--- config.mk ---
export PLATFORM = sky130hd
export DESIGN_NAME = servo_cmd_gen
export DESIGN_NICKNAME = d
export VERILOG_FILES = /design/src/rtl/servo_cmd_gen.sv
export SDC_FILE = /design/constraint.sdc
export NUM_CORES = 1
export LEC_CHECK = 0
export ABC_AREA = 1
export ABC_CLOCK_PERIOD_IN_PS = 11400
export CORE_ASPECT_RATIO = 1.75
export CORE_UTILIZATION = 46
export CTS_CLUSTER_SIZE = 16
export DETAILED_ROUTE_END_ITERATION = 12
export PLACE_DENSITY = 0.63
export SYNTH_ARGS = -nofsm -noshare
export SYNTH_HDL_FRONTEND = slang
export SYNTH_SLANG_ARGS = --single-unit
--- constraint.sdc ---
create_clock -name clkin -period 11.4 [get_ports clkin]
set_input_delay 3.42 -clock clkin [delete_from_list [all_inputs] [get_ports clkin]]
set_output_delay 3.42 -clock clkin [all_outputs]
set_load 0.05 [all_outputs]
--- src/rtl/servo_cmd_gen.sv ---
// Servo command generator: box-averages ADC samples, maps the average into the
// PWM duty window and slew-limits the duty count, updating it once per PWM frame.
module servo_cmd_gen #(
  parameter int ADC_W     = 12,
  parameter int AVG_LOG2  = 3,
  parameter int CNT_MIN   = 50,
  parameter int CNT_MAX   = 100,
  parameter int CNT_RST   = 75,
  parameter int SLEW_STEP = 2,
  parameter int PERIOD    = 1001
) (
  input  logic             clkin,
  input  logic             rstn,
  input  logic [ADC_W-1:0] adc_data,
  input  logic             adc_valid,
  output logic             adc_ready,
  output logic [7:0]       cntout,
  output logic             frame_tick,
  output logic             update,
  output logic             at_target,
  output logic [1:0]       dbg_state
);

  // Handshake: a sample transfers on any clkin edge where adc_valid and
  // adc_ready are both high; nothing is buffered while adc_ready is low.

  typedef enum logic [1:0] {
    ST_ACC  = 2'd0,
    ST_MAP  = 2'd1,
    ST_WAIT = 2'd2
  } state_t;

  localparam int ACC_W  = ADC_W + AVG_LOG2;
  localparam int PROD_W = ADC_W + 8;
  localparam int FW     = $clog2(PERIOD);

  localparam logic [FW-1:0]       FRAME_LAST = FW'(PERIOD - 1);
  localparam logic [7:0]          SPAN       = 8'(CNT_MAX - CNT_MIN);
  localparam logic [7:0]          LO         = 8'(CNT_MIN);
  localparam logic [7:0]          RST_CNT    = 8'(CNT_RST);
  localparam logic [7:0]          SLEW       = 8'(SLEW_STEP);
  localparam logic [AVG_LOG2-1:0] LAST_SMP   = '1;

  state_t              state_q, state_d;
  logic [ACC_W-1:0]    acc_q, acc_d, sum;
  logic [AVG_LOG2-1:0] smp_q, smp_d;
  logic [ADC_W-1:0]    avg_q, avg_d;
  logic [FW-1:0]       frame_q, frame_d;
  logic [7:0]          target_q, target_d;
  logic [7:0]          cnt_q, cnt_d;
  logic [7:0]          diff, step;
  logic                ready_q, ready_d;
  logic                tick_q, tick_d;
  logic                update_q, update_d;
  logic                at_target_q, at_target_d;

  always_comb begin
    state_d  = state_q;
    acc_d    = acc_q;
    smp_d    = smp_q;
    avg_d    = avg_q;
    target_d = target_q;
    cnt_d    = cnt_q;
    update_d = 1'b0;
    frame_d  = (frame_q == FRAME_LAST) ? '0 : frame_q + 1'b1;
    sum      = acc_q + ACC_W'(adc_data);
    diff     = (target_q >= cnt_q) ? target_q - cnt_q : cnt_q - target_q;
    step     = (diff > SLEW) ? SLEW : diff;

    case (state_q)
      ST_ACC: begin
        if (adc_valid && ready_q) begin
          if (smp_q == LAST_SMP) begin
            avg_d   = ADC_W'(sum >> AVG_LOG2);
            acc_d   = '0;
            smp_d   = '0;
            state_d = ST_MAP;
          end else begin
            acc_d = sum;
            smp_d = smp_q + 1'b1;
          end
        end
      end
      ST_MAP: begin
        // avg * span < 2^ADC_W * span, so the result stays below CNT_MAX.
        target_d = LO + 8'((PROD_W'(avg_q) * PROD_W'(SPAN)) >> ADC_W);
        state_d  = ST_WAIT;
      end
      ST_WAIT: begin
        if (tick_q) begin
          cnt_d    = (target_q >= cnt_q) ? cnt_q + step : cnt_q - step;
          update_d = 1'b1;
          state_d  = ST_ACC;
        end
      end
      default: state_d = ST_ACC;
    endcase

    ready_d     = (state_d == ST_ACC);
    tick_d      = (frame_d == FRAME_LAST);
    at_target_d = (cnt_q == target_q);
  end

  always_ff @(posedge clkin or posedge rstn) begin
    if (rstn) begin
      state_q     <= ST_ACC;
      acc_q       <= '0;
      smp_q       <= '0;
      avg_q       <= '0;
      frame_q     <= '0;
      target_q    <= RST_CNT;
      cnt_q       <= RST_CNT;
      ready_q     <= 1'b0;
      tick_q      <= 1'b0;
      update_q    <= 1'b0;
      at_target_q <= 1'b0;
    end else begin
      state_q     <= state_d;
      acc_q       <= acc_d;
      smp_q       <= smp_d;
      avg_q       <= avg_d;
      frame_q     <= frame_d;
      target_q    <= target_d;
      cnt_q       <= cnt_d;
      ready_q     <= ready_d;
      tick_q      <= tick_d;
      update_q    <= update_d;
      at_target_q <= at_target_d;
    end
  end

  assign adc_ready  = ready_q;
  assign cntout     = cnt_q;
  assign frame_tick = tick_q;
  assign update     = update_q;
  assign at_target  = at_target_q;
  assign dbg_state  = state_q;

endmodule

==> results.txt <==
The number of antenna violations at the first check in global routing came out at 0. The post-route minimum period came out at 5.69 ns. The cell area after synthesis came out at 5340 um2. In this run the worst hold path is classified as reg2reg. The warning count from the yosys run is 0. The most used flip-flop cell after synthesis is sky130_fd_sc_hd__dfrtp_1. The count of cells along the worst register-to-register path came out at 29. The count of placed standard cells in the final layout, fillers left out came out at 899. The antenna cell count is 0. Buffers placed on the I/O ports in this run total 28. The setup violation total in the final timing report is 0. At the worst endpoint, the required time is 11.65 ns. In the post-synthesis netlist, the biggest area contributors are sky130_fd_sc_hd__dfrtp_1 25%, sky130_fd_sc_hd__ha_1 18%, sky130_fd_sc_hd__nand2_1 13%, sky130_fd_sc_hd__inv_1 9.6%, sky130_fd_sc_hd__nand3_1 4.2%.

Synthesis produced a netlist with a net count of 830. The number of iterations in the first detailed-routing pass came out at 5. For the pin with the worst max-slew slack, the measured transition is 0.785 ns. The mean cell area of the mapped netlist came out at 7.34 um2.

The worst hold path passes through 2 cells. The I/O pin count is 29. For the worst setup path, the data arrival time is 5.94 ns. The net count reported at finish came out at 864. Dividing the detail-routed via count by the number of cells gives 5.27. Summed over all instances, the cell type with the most area after synthesis is sky130_fd_sc_hd__dfrtp_1.

The initial core utilization came out at 47.6%. The detailed router put a total of 4.57 mm of wire on met1. Max-cap violations in this run came to 0.

The max-slew violation total from the final report came out at 0. Summing the areas of all fa, ha and maj instances in the mapped netlist gives 21.8% of the synthesized area. The most critical setup path has its startpoint at adc_data[0]. After legalization and detailed placement, the total HPWL measured 10.4 mm. The maximum buffer depth of the clock tree is 2.

The height of the die came out at 145 um. Setup repair after global routing left no endpoint under its margin. CTS saw 61 sinks.

The clock arrives with 0.00808 ns of skew. In this run, synthesis produced a sequential element count of 61. The simple logic cell fraction of the synthesized area is 25.5%.

The flow ran to the end, and the final reports show no timing, DRC or antenna violations. The hold buffer count at cts came out at 0. The number of routed nets with antenna violations is 0. The count of flip-flops with a built-in enable after synthesis is 0. The cell count after synthesis came out at 728.

Once placement completed, the tool counted placed cells totaling 883. The global-route usage over all layers came out at 23.3%. The number of resized instances in the post-cts repair step came out at 0. The maximum clock rate came out at 176 MHz. The die covers 12,100 um2. In this run the biggest area consumer among cell types represents 24.8% of the synthesized area. The fraction of registers with async set or reset after synthesis is 100%. The share of the synthesized area in compound gates (AO/OA/AOI/OAI) is 10.5%. The number of clock buffers added by TritonCTS is 9. The wire length after detailed routing came out at 12.7 mm. By startpoint and endpoint, the worst setup path is classified as in2reg. The global placement routability congestion is 0.893. The total overflow reported by the global router came out at 0. The number of global-route vias before repair came out at 4,982. The post-CTS setup buffer count came out at 0. The first-pass GRT wire length is 22.1 mm. The core region is 11,200 um2. The per-cell routed wire length came out at 14.2 um. The number of hold-slack violations in the final timing report came to 0.

The standard cell area after detailed placement came out at 5760 um2. The share of the clock period used by the worst path after layout came out at 49.9%. The count of fill cells added during filler insertion is 1,092. The count of routing violations after the opening detailed-route iteration came out at 154. The multiplexer share of the synthesized area came out at 0%.

STA classifies the critical path endpoint as a flip-flop. The xor/xnor cell area share of the yosys netlist is 3.28%. The fraction of layout instances using a drive strength above 1 is 5.08%. The die span in x is 83.5 um. The startpoint identified for the worst hold timing path is acc_q[10]. The worst setup path is launched from an input port. The clock transition time at the flip-flop clock pins of the worst setup and hold paths is 0.06 ns. After synthesis, the largest family of logic cells by area is simple AND/OR/NAND/NOR gates. After detailed routing, the number of remaining DRC violations is 0. The design area is 6080 um2. The uppermost layer routed is met4. The tree is rooted in a sky130_fd_sc_hd__clkbuf_16. The top fanout value on the critical path is 4. In this run the number of H-tree levels came out at 3. The area growth from synthesis to layout is 13.7%. The startpoint identified for the worst register-to-register timing path is cntout[1]. TritonCTS built the clock tree. The pin count of the biggest net entering global routing came out at 62.

The floorplan row count came out at 51. The clock latency at the later pin of the worst-skew pair came out at 0.34 ns. Wire segments on met3 add up to 323 um in the final route. For the final routed database, the setup TNS stands at 0 ns.

The worst-case headroom to the max-slew limit is 47.5%. Final hold analysis gives a worst-case slack of 0.495 ns. The register area share after synthesis is 28.8%. The routed layout has 4,737 vias. The met2 wire length is 7.07 mm. The count of cell types in the netlist is 34.
## cell type report
class / instances / area, um2 / area share, %
Multi-Input combinational cell: 525 / 3260 / 53.7
Sequential cell: 61 / 1540 / 25.3
Clock inverter: 6 / 86.3 / 1.42
Timing Repair Buffer: 29 / 288 / 4.74
Inverter: 136 / 510 / 8.40
Tap cell: 132 / 165 / 2.72
Clock buffer: 10 / 229 / 3.77
## metrics by stage
stage          utilization, %  setup slack (ns)
2_1_floorplan               -              6.21
6_report                 54.1              5.71
3_3_place_gp             51.3              5.46
3_5_place_dp             51.3              5.38
5_1_grt                  54.1              5.40
4_1_cts                  54.1              5.69
## cells by family after synthesis
group,after synthesis
AND/OR/NAND/NOR,320
buffers and inverters,142
AO/OA/AOI/OAI,98
adder cells (fa/ha/maj),87
flip-flops,61
XOR/XNOR,20
## worst max-delay path, cell delays in order
cell and delay [ns]:
sky130_fd_sc_hd__clkdlybuf4s50_1 0.46, sky130_fd_sc_hd__ha_1 0.20, sky130_fd_sc_hd__inv_1 0.08, sky130_fd_sc_hd__fa_1 0.40
sky130_fd_sc_hd__o21ai_0 0.48, sky130_fd_sc_hd__nand4_1 0.20, sky130_fd_sc_hd__nand3_1 0.13, sky130_fd_sc_hd__nand2_1 0.08
sky130_fd_sc_hd__nor2_1 0.12, sky130_fd_sc_hd__xor2_1 0.20, sky130_fd_sc_hd__nand2_1 0.07, sky130_fd_sc_hd__o21ai_0 0.10
## final timing paths
kind                              endpoint  slack (ns)
worst min register to register   acc_q[10]        0.49
worst min-delay path             acc_q[10]        0.49
min in group asynchronous       frame_q[3]        3.63
worst max register to register   cntout[7]        6.72
worst max-delay path             avg_q[11]        5.71
max in group asynchronous         avg_q[1]        7.26
## Yosys cell counts (3+ instances only)
| cell type | number |
|---|---|
| sky130_fd_sc_hd__inv_1 | 136 |
| sky130_fd_sc_hd__xor2_1 | 17 |
| sky130_fd_sc_hd__nand3_1 | 45 |
| sky130_fd_sc_hd__a22o_1 | 5 |
| sky130_fd_sc_hd__o21ai_0 | 41 |
| sky130_fd_sc_hd__dfrtp_1 | 53 |
| sky130_fd_sc_hd__clkbuf_1 | 4 |
| sky130_fd_sc_hd__dfstp_2 | 8 |
| sky130_fd_sc_hd__or2_2 | 6 |
| sky130_fd_sc_hd__nand2_1 | 184 |
| sky130_fd_sc_hd__fa_1 | 10 |
| sky130_fd_sc_hd__a21oi_1 | 34 |
| sky130_fd_sc_hd__nand4_1 | 16 |
| sky130_fd_sc_hd__xnor2_1 | 3 |
| sky130_fd_sc_hd__o21bai_1 | 3 |
| sky130_fd_sc_hd__o22ai_1 | 3 |
| sky130_fd_sc_hd__ha_1 | 77 |
| sky130_fd_sc_hd__nor3_1 | 7 |
| sky130_fd_sc_hd__nor2_1 | 53 |
## registers in the layout, indices dropped and copies added, names as in the netlist
register,cells
adc_ready,1
acc_q,15
at_target,1
cntout,8
target_q,7
dbg_state,2
avg_q,12
smp_q,3
frame_q,10
frame_tick,1
update,1
## metal layers
| metal | up-vias | GRT usage [%] |
|---|---|---|
| li1 | 2412 | - |
| met1 | 2192 | 22.0 |
| met2 | 89 | 46.1 |
| met3 | 44 | 3.42 |
| met4 | 0 | 15.1 |
| met5 | - | 0 |
## cells in the final DEF (no fill, tap or decap), drive strengths merged, types with 16 or more instances in the layout
cell type and count:
nand4 16, nor2 55, ha 77, xor2 17
nand3 47, inv 137, dfrtp 53, a21oi 36
o21ai 41, nand2 186, clkdlybuf4s50 28
Power is left out: the tool's default activity adds up to more than one toggle a clock period on the data nets, which glitch-free logic cannot reach.
